**src/rtl/dff_bank_arbiter_pkg.sv**
```systemverilog
// Shared types for the dff bank arbiter: opcodes and sequencer states.
package dff_bank_pkg;

    typedef enum logic [1:0] {
        OP_READ  = 2'b00,
        OP_WRITE = 2'b01,
        OP_SET   = 2'b10,
        OP_CLEAR = 2'b11
    } op_e;

    typedef enum logic [1:0] {
        ST_IDLE  = 2'b00,
        ST_GRANT = 2'b01,
        ST_APPLY = 2'b10,
        ST_DONE  = 2'b11
    } state_t;

    function automatic int idx_w(input int n);
        return (n > 1) ? $clog2(n) : 1;
    endfunction

endpackage

```
**src/rtl/dff_bank_arbiter_if.sv**
```systemverilog
// Requester-side handshake bundle: request/opcode/data in, grant/ack/rdata out.
interface dff_bank_arbiter_if #(
    parameter int NUM_REQ = 4,
    parameter int WIDTH   = 8
);
    logic [NUM_REQ-1:0]       req;
    logic [2*NUM_REQ-1:0]     req_op;
    logic [WIDTH*NUM_REQ-1:0] req_data;
    logic [NUM_REQ-1:0]       gnt;
    logic [NUM_REQ-1:0]       ack;
    logic [WIDTH-1:0]         rdata;
    logic                     busy;

    modport master (
        output req, req_op, req_data,
        input  gnt, ack, rdata, busy
    );

    modport slave (
        input  req, req_op, req_data,
        output gnt, ack, rdata, busy
    );
endinterface

```
**src/rtl/dff_bank_arbiter_rr_picker.sv**
```systemverilog
// Combinational round-robin scan: first asserted req at or after rr_ptr.
module rr_picker #(
    parameter int NUM_REQ = 4,
    parameter int IW      = 2
) (
    input  logic [NUM_REQ-1:0] req,
    input  logic [IW-1:0]      rr_ptr,
    output logic [IW-1:0]      win,
    output logic               found
);
    logic [2*NUM_REQ-1:0] dbl;
    logic [NUM_REQ-1:0]   rot;
    logic [IW-1:0]        off;
    logic [IW:0]          sum;

    // Rotating a doubled copy puts rr_ptr at bit 0, so the lowest set bit wins.
    assign dbl = {req, req};
    assign rot = dbl[rr_ptr +: NUM_REQ];

    always_comb begin
        found = 1'b0;
        off   = '0;
        for (int k = NUM_REQ - 1; k >= 0; k--) begin
            if (rot[k]) begin
                found = 1'b1;
                off   = IW'(k);
            end
        end
        sum = {1'b0, rr_ptr} + {1'b0, off};
        if (sum >= (IW+1)'(NUM_REQ)) begin
            sum = sum - (IW+1)'(NUM_REQ);
        end
        win = sum[IW-1:0];
    end
endmodule

```
**src/rtl/dff_bank_arbiter.sv**
```systemverilog
// Round-robin sequencer sharing one dff bank among NUM_REQ requesters.
module dff_bank_arbiter
    import dff_bank_pkg::*;
#(
    parameter int NUM_REQ = 4,
    parameter int WIDTH   = 8
) (
    input  logic              clk,
    input  logic              reset,
    dff_bank_arbiter_if.slave rq,
    output logic [WIDTH-1:0]  bank_d,
    output logic              bank_en,
    output logic              bank_set,
    output logic              bank_rst,
    input  logic [WIDTH-1:0]  bank_q
);
    localparam int IW = idx_w(NUM_REQ);

    state_t               state;
    logic [IW-1:0]        rr_ptr;
    logic [IW-1:0]        win_q;
    logic [IW-1:0]        win;
    logic [IW-1:0]        nxt_ptr;
    logic                 found;
    op_e                  op_q;
    logic [WIDTH-1:0]     data_q;
    logic [WIDTH-1:0]     rdata_q;
    logic [NUM_REQ-1:0]   gnt_q;
    logic [NUM_REQ-1:0]   ack_q;
    logic [1:0]           op_arr  [NUM_REQ];
    logic [WIDTH-1:0]     dat_arr [NUM_REQ];

    for (genvar i = 0; i < NUM_REQ; i++) begin : g_slice
        assign op_arr[i]  = rq.req_op[2*i +: 2];
        assign dat_arr[i] = rq.req_data[WIDTH*i +: WIDTH];
    end

    rr_picker #(
        .NUM_REQ (NUM_REQ),
        .IW      (IW)
    ) u_pick (
        .req    (rq.req),
        .rr_ptr (rr_ptr),
        .win    (win),
        .found  (found)
    );

    assign nxt_ptr = (win == IW'(NUM_REQ - 1)) ? '0 : win + 1'b1;

    assign rq.gnt  = gnt_q;
    assign rq.ack  = ack_q;
    assign rq.busy = (state != ST_IDLE);
    // Bank update lands at the APPLY->DONE edge, so DONE shows q directly.
    assign rq.rdata = (state == ST_DONE) ? bank_q : rdata_q;

    always_ff @(posedge clk or posedge reset) begin
        if (reset) begin
            state    <= ST_IDLE;
            rr_ptr   <= '0;
            win_q    <= '0;
            op_q     <= OP_READ;
            data_q   <= '0;
            rdata_q  <= '0;
            gnt_q    <= '0;
            ack_q    <= '0;
            bank_d   <= '0;
            bank_en  <= 1'b0;
            bank_set <= 1'b0;
            bank_rst <= 1'b0;
        end else begin
            gnt_q    <= '0;
            ack_q    <= '0;
            bank_d   <= '0;
            bank_en  <= 1'b0;
            bank_set <= 1'b0;
            bank_rst <= 1'b0;
            unique case (state)
                ST_IDLE: begin
                    if (found) begin
                        win_q  <= win;
                        op_q   <= op_e'(op_arr[win]);
                        data_q <= dat_arr[win];
                        gnt_q  <= NUM_REQ'(1) << win;
                        rr_ptr <= nxt_ptr;
                        state  <= ST_GRANT;
                    end
                end
                ST_GRANT: begin
                    state <= ST_APPLY;
                    unique case (op_q)
                        OP_WRITE: begin
                            bank_en <= 1'b1;
                            bank_d  <= data_q;
                        end
                        OP_SET:   bank_set <= 1'b1;
                        OP_CLEAR: bank_rst <= 1'b1;
                        OP_READ:  ;
                    endcase
                end
                ST_APPLY: begin
                    ack_q <= NUM_REQ'(1) << win_q;
                    state <= ST_DONE;
                end
                ST_DONE: begin
                    rdata_q <= bank_q;
                    state   <= ST_IDLE;
                end
            endcase
        end
    end
endmodule

```
**src/flat_wrapper.sv**
```systemverilog
// flat-port wrapper written by rule: the top's interface ports become plain ports
module dff_bank_arbiter_flat import dff_bank_pkg::*;
#(
    parameter int NUM_REQ = 4,
    parameter int WIDTH   = 8
)
  (clk, reset, bank_d, bank_en, bank_set, bank_rst, bank_q, rq_req, rq_req_op, rq_req_data, rq_gnt, rq_ack, rq_rdata, rq_busy);
  dff_bank_arbiter_if #(.NUM_REQ(NUM_REQ), .WIDTH(WIDTH)) rq_i ();
  input  logic clk;
  input  logic reset;
  output logic [WIDTH-1:0] bank_d;
  output logic bank_en;
  output logic bank_set;
  output logic bank_rst;
  input  logic [WIDTH-1:0] bank_q;
  input wire logic [$bits(rq_i.req)-1:0] rq_req;
  input wire logic [$bits(rq_i.req_op)-1:0] rq_req_op;
  input wire logic [$bits(rq_i.req_data)-1:0] rq_req_data;
  output wire logic [$bits(rq_i.gnt)-1:0] rq_gnt;
  output wire logic [$bits(rq_i.ack)-1:0] rq_ack;
  output wire logic [$bits(rq_i.rdata)-1:0] rq_rdata;
  output wire logic [$bits(rq_i.busy)-1:0] rq_busy;
  assign rq_i.req = rq_req;
  assign rq_i.req_op = rq_req_op;
  assign rq_i.req_data = rq_req_data;
  assign rq_gnt = rq_i.gnt;
  assign rq_ack = rq_i.ack;
  assign rq_rdata = rq_i.rdata;
  assign rq_busy = rq_i.busy;
  dff_bank_arbiter #(.NUM_REQ(NUM_REQ), .WIDTH(WIDTH)) u_core (.clk(clk), .reset(reset), .rq(rq_i), .bank_d(bank_d), .bank_en(bank_en), .bank_set(bank_set), .bank_rst(bank_rst), .bank_q(bank_q));
endmodule
```
**config.mk**
```make
export PLATFORM = sky130hd
export DESIGN_NAME = dff_bank_arbiter_flat
export DESIGN_NICKNAME = d
export VERILOG_FILES = /design/src/rtl/dff_bank_arbiter_pkg.sv /design/src/rtl/dff_bank_arbiter_if.sv /design/src/rtl/dff_bank_arbiter_rr_picker.sv /design/src/rtl/dff_bank_arbiter.sv /design/src/flat_wrapper.sv
export SDC_FILE = /design/constraint.sdc
export NUM_CORES = 1
export LEC_CHECK = 0
export ABC_CLOCK_PERIOD_IN_PS = 5100
export CAP_MARGIN = 20
export CORE_UTILIZATION = 66
export CTS_BUF_LIST = sky130_fd_sc_hd__clkbuf_8
export DETAILED_ROUTE_END_ITERATION = 8
export DONT_BUFFER_PORTS = 1
export PLACE_DENSITY_LB_ADDON = 0.05
export SLEW_MARGIN = 40
export SYNTH_ARGS = -nofsm -noshare
export SYNTH_HDL_FRONTEND = slang
export SYNTH_SLANG_ARGS = --single-unit
export TNS_END_PERCENT = 100
```
**constraint.sdc**
```tcl
create_clock -name clk -period 5.1 [get_ports clk]
set_input_delay 1.02 -clock clk [delete_from_list [all_inputs] [get_ports clk]]
set_output_delay 1.02 -clock clk [all_outputs]
set_load 0.01 [all_outputs]
```
### Word-level counts from Yosys, hierarchy flattened

Index checks and enable logic that the tools add are counted.

| cells by class | value |
|---|---|
| $lt $le $gt $ge | 2 |
| add/subtract/negate cells | 3 |
| shift-type cells | 3 |
| reduce and logical (&&, ||, !) cells | 3 |
| equal/unequal tests | 8 |
| multiplexer cells | 30 |
| bitwise logic cells | 1 |

Operator list:

| operator | count |
|---|---|
| two-way mux 8 bit | 5 |
| two-way mux 2 bit | 9 |
| binary-select mux 8 bit (select 2 bit) | 1 |
| two-way mux 4 bit | 3 |
| == test 2 bit, second input constant | 5 |
| two-way mux 1 bit | 10 |
| case mux 2 bit (4 select lines) | 1 |
| variable part select 8 x 3 -> 4 bit | 1 |
| left shift 1 x 2 -> 4 bit, first input constant | 2 |
| greater-or-equal comparator 3 bit, second input constant | 2 |
| binary-select mux 2 bit (select 2 bit) | 1 |
| == test 2 x 1 -> 1 bit, second input constant | 2 |
| adder 2 x 2 -> 3 bit | 1 |
| inverter 2 -> 3 bit | 1 |
| adder 2 x 1 -> 2 bit, second input constant | 1 |
| logical NOT 2 bit | 1 |
| inequality test 2 x 1 -> 1 bit, second input constant | 1 |
| AND reduction 2 bit | 1 |
| nonzero test 2 bit | 1 |
| subtractor 2 x 1 -> 2 bit, second input constant | 1 |

| word-level totals | value |
|---|---|
| flip-flop bits (word level) | 43 |
| output and inout bits | 28 |

### Depth between registers and ports, before layout

| depth | value |
|---|---|
| word-level depth | 12 |
| gate-level depth with buffers | 13 |
| gate-level depth less buffers | 11 |

### Cells and area by module

From an unflattened synthesis, not the netlist that was laid out.

| second synthesis, totals | value |
|---|---|
| cell total of the unflattened synthesis | 146 |
| area, all modules | 2069.5 um^2 |

Modules (own cells, without submodules):

| module | cells an instance | instances | area each (um^2) | sequential area each (um^2) |
|---|---|---|---|---|
| dff_bank_arbiter | 123 | 1 | 1889.3 | 1076.0 |
| rr_picker | 23 | 1 | 180.2 | 0.0 |

### Worst setup path before layout

OpenSTA, ideal clock, no wires.

| timing | value |
|---|---|
| path kind | input to register |
| from | input port rq_req[0] |
| to | register u_core.rr_ptr[1] |
| arrival | 3.145 ns |
| path slack | 1.831 ns |
| library setup time | 0.125 ns |
| path buffers | 2 |
| stages on the path | 13 |
| cells stage by stage | buf_6 nor2_1 a221oi_1 a31oi_1 a211o_1 ha_1 xor2_1 a21oi_4 buf_12 nor2_4 inv_2 ha_1 mux2_2 |

| on the way | value |
|---|---|
| longest elaborated chain between the ends | 10 |
| elaborated cells on any way between the ends | 17 |
| those cells by class | add/sub: 3; order compare: 1; eq/ne: 1; shift: 1; mux: 10; reduce/logical: 1 |

RTL lines:

| element | line | text |
|---|---|---|
| from (decl) | flat_wrapper.sv:16 | `input wire logic [$bits(rq_i.req)-1:0] rq_req;` |
| variable part select 8 x 3 -> 4 bit * | dff_bank_arbiter_rr_picker.sv:18 | `assign rot = dbl[rr_ptr +: NUM_REQ];` |
| two-way mux 2 bit (3 in a row) | dff_bank_arbiter_rr_picker.sv:24 | `if (rot[k]) begin` |
| two-way mux 2 bit * | dff_bank_arbiter_rr_picker.sv:24 |  |
| adder 2 x 2 -> 3 bit * | dff_bank_arbiter_rr_picker.sv:29 | `sum = {1'b0, rr_ptr} + {1'b0, off};` |
| greater-or-equal comparator 3 bit / subtractor 2 x 1 -> 2 bit (equally long branches) | dff_bank_arbiter_rr_picker.sv:30, dff_bank_arbiter_rr_picker.sv:31 |  |
| two-way mux 2 bit * | dff_bank_arbiter_rr_picker.sv:30 | `if (sum >= (IW+1)'(NUM_REQ)) begin` |
| adder 2 x 1 -> 2 bit / == test 2 bit (equally long branches) | dff_bank_arbiter.sv:48 | `assign nxt_ptr = (win == IW'(NUM_REQ - 1)) ? '0 : win + 1'b1;` |
| two-way mux 2 bit * | dff_bank_arbiter.sv:48 |  |
| via u_core.nxt_ptr[1] | dff_bank_arbiter.sv:23 | `logic [IW-1:0] nxt_ptr;` |
| to (signal assigned) | dff_bank_arbiter.sv:84 | `rr_ptr <= nxt_ptr;` |
| to (decl) | dff_bank_arbiter.sv:20 | `logic [IW-1:0] rr_ptr;` |

The timed path passes the listed nets; every way through them passes the cells marked *.
A chain may end at the register's enable or synchronous reset.

### Final worst setup path

| timing | value |
|---|---|
| from | input port rq_req[1] |
| to | register u_core.rr_ptr[1] |

The elaborated chain is that of the path after synthesis.

==> impl_metrics.py <==
metrics = {
    "floorplanning": {
        "fp.dieW_um": 61.7,
        "ios": 82,
        "die-height_um": 61.7,
        "initial_core_util_pct": 69.9,
        "row_count": 21,
        "die_area_um2": 3810,
        "core-area_um2": 3360,
    },
    "power": {
        "max-vdd-ir-drop_mv": 0.713,
        "powerDensity_nw_per_um2": 741,
        "p_leak_nw": 1.04,
    },
    "placed_design": {
        "port_buffers": 0,
        "dp.cells": 240,
        "dp_hpwl_um": 3240,
        "place_congestion": 0.694,
    },
    "yosys": {
        "ys_types": 46,
        "yosysMostFrequentCell": "dfrtp_1",
        "syn_nets": 265,
        "seq_area_frac_synth_pct": 45.7,
        "synth_top_area_share_pct": 45.7,
        "synth_cells": 204,
        "ys_ff_latch": 43,
        "netlist_area_um2": 2350,
        "synth_top_area_cell": "dfrtp_1",
        "synth_flop_cell": "dfrtp_1",
        "postSynth.asyncResetShare_pct": 100,
        "yosys-top-cells-area": "dfrtp_1 (46%), nor2b_1 (6.1%), mux2_2 (4.8%), o31ai_2 (4.8%), a2111oi_2 (4.5%)",
        "ys_warn_count": 0,
        "synth_edf_count": 0,
        "synth_commonest_cells": "dfrtp_1 (43), nor2b_1 (23), nand2_1 (19), nor2_1 (12), a221oi_1 (11)",
        "syn_area_per_cell_um2": 11.5,
    },
    "routing": {
        "wl_met3_um": 374,
        "wl_um": 4210,
        "top_layer": "met4",
        "drcViolationCount": 0,
        "wl_met2_um": 1970,
        "wl_met1_um": 1800,
        "vias": 1531,
        "drt_iter0_markers": 85,
        "post_drt_wl_per_cell_um": 17.0,
        "viasPerCell": 6.17,
        "firstDrtPassIters": 4,
        "ant_nets": 0,
    },
    "setup_path": {
        "crit_fanout": 11,
        "start_kind": "input port",
        "worstPathRequired_ns": 5.27,
        "cp_common_cell": "ha_1",
        "reg2reg_depth": 11,
        "worstPathArrival_ns": 3.28,
        "cp-end-kind": "register",
        "regToRegSetupSlack_ns": 2.05,
        "worst_path_max_delay_cell": "a21oi_4",
        "slowest_delay_ns": 0.45,
        "rr_endpoint": "u_core.rr_ptr[1]",
        "worstSetupPathType": "input port to register",
        "path_cells": "nor2b_1 > a221oi_1 > a31oi_1 > a211o_1 > ha_1 > xor2_1 > a21oi_4 > nor2_4 > inv_2 > ha_1 > mux2_2",
        "worst_r2r_startpoint": "u_core.rr_ptr[0]",
    },
    "run_status": {
        "status": "finished, final reports clean",
    },
    "timing": {
        "setup_tns_ns": 0,
        "slew_headroom_pct": 59.3,
        "finalSetupViolations": 0,
        "fin_crit_sh_pct": 60.9,
        "finalCriticalPeriod_ns": 3.11,
        "max_freq_mhz": 322,
        "hold_viol_final": 0,
        "worst_pin_slew_ns": 0.609,
        "drv_slew": 0,
        "rsz0062_at_grt": "false",
        "fin_skew_ns": 0.00519,
    },
    "grt": {
        "grt_max_degree": 43,
        "antenna_found_initial": 0,
        "track_usage_pct": 22.1,
        "first_global_vias": 1310,
        "grt-ovfl-total": 0,
        "grt_pass1_wl_um": 5980,
    },
    "worst_hold_path": {
        "hold_path_class": "register to register",
        "hp-start": "u_core.op_q[0]",
        "hold_end": "u_core.bank_set",
        "holdPathStages": 1,
    },
    "clocking": {
        "htree_levels": 2,
        "cts.path.max_buffers": 2,
        "path_clk_slew_ns": 0.07,
        "clkLatencyLatePin_ns": 0.28,
        "cts_setup_buffers": 0,
        "cts_buffers": 5,
        "cts_hold_buf": 0,
        "cts_tree": "built",
        "root_buffer": "clkbuf_8",
        "clkSinkCount": 43,
        "cts-resized-gates": 0,
    },
    "layout": {
        "antennaDiodeCount": 0,
        "drive_above_1_share_pct": 25.2,
        "final_nets": 262,
        "stdcell_count": 248,
        "syn_to_final_growth_pct": 4.26,
        "fin_util_pct": 72.9,
    },
    "job": {
        "drv_cap": 0,
    },
}
critical path, delay by kind of cell:
family / cells / cell delay, ns
adder cells (fa/ha/maj): 2 / 0.45
XOR/XNOR: 1 / 0.20
multiplexers: 1 / 0.26
AND/OR/NAND/NOR: 2 / 0.12
AO/OA/AOI/OAI: 4 / 1.15
buffers and inverters: 1 / 0.09
cells in the final DEF, fill, tap and decap left out, drive strengths merged, types with 2 or more instances in the layout:
master   Yosys  layout
dfrtp       43      43
buf          7       3
o21ai        3       3
and3         3       3
nor3         4       4
and2         8       8
nor3b        2       2
a21oi        2       2
a2111oi     10      10
nand2       19      19
nand3        3       3
a221oi      11      11
mux2        10      10
inv          5       5
o31ai       11      11
ha           7       7
nor2        14      14
nor2b       23      23
clkbuf       6       7
how the worst max path moves through the flow:
stage | start | end
finish | rq_req[1] | u_core.rr_ptr[1]
global route | rq_req[1] | u_core.rr_ptr[1]
CTS | rq_req[1] | u_core.rr_ptr[1]
detailed placement | rq_req[1] | u_core.rr_ptr[1]
global placement | rq_req[1] | u_core.rr_ptr[1]
floorplan | rq_req[0] | u_core.rr_ptr[1]
per-stage QoR:
step	setup slack [ns]	power, W	area (um2)	hold slack (ns)
after global routing	1.89	0.00196	2450	0.509
after CTS	2.01	0.00183	2450	0.480
final	1.99	0.00182	2450	0.476
after detailed placement	1.70	0.00161	2350	0.467
after floorplan	1.83	0.00147	2350	0.435
after global placement	1.81	0.00155	2350	0.452
registers in the layout, indices dropped and copies added, names as in the netlist:
| register | flops |
|---|---|
| u_core.rr_ptr | 2 |
| u_core.bank_d | 8 |
| u_core.bank_rst | 1 |
| u_core.data_q | 8 |
| u_core.op_q | 2 |
| u_core.rq.ack | 4 |
| u_core.bank_en | 1 |
| u_core.bank_set | 1 |
| u_core.rq.gnt | 4 |
| u_core.win_q | 2 |
| u_core.state | 2 |
| u_core.rdata_q | 8 |
routing by layer:
metal	vias to the layer above	track usage, %
met5	-	0
met4	0	8.89
met3	7	6.00
met2	80	35.0
met1	711	28.8
li1	733	-
where the power goes:
group          internal (W)  switching, W  leakage, nW
combinational      0.000410      0.000603        0.435
clock              0.000121     0.0000989       0.0557
sequential         0.000476      0.000108        0.550
total               0.00101      0.000810         1.04
layout make-up:
class                           count  area (um2)
Clock buffer                        7        96.3
Clock inverter                      1        3.75
Fill cell                         260         911
Inverter                            5        18.8
Multi-Input combinational cell    143        1180
Sequential cell                    43        1080
Tap cell                           46        57.6
Timing Repair Buffer                3        22.5
logic make-up after synthesis:
kind of cell	synth area share [%]
buf+inv	4.52
xor+xnor	0.745
mux	4.79
flops	45.7
simple gates	19.0
compound gates	21.5
fa+ha+maj	3.72
No activity file was read; power rests on OpenSTA's default activity.
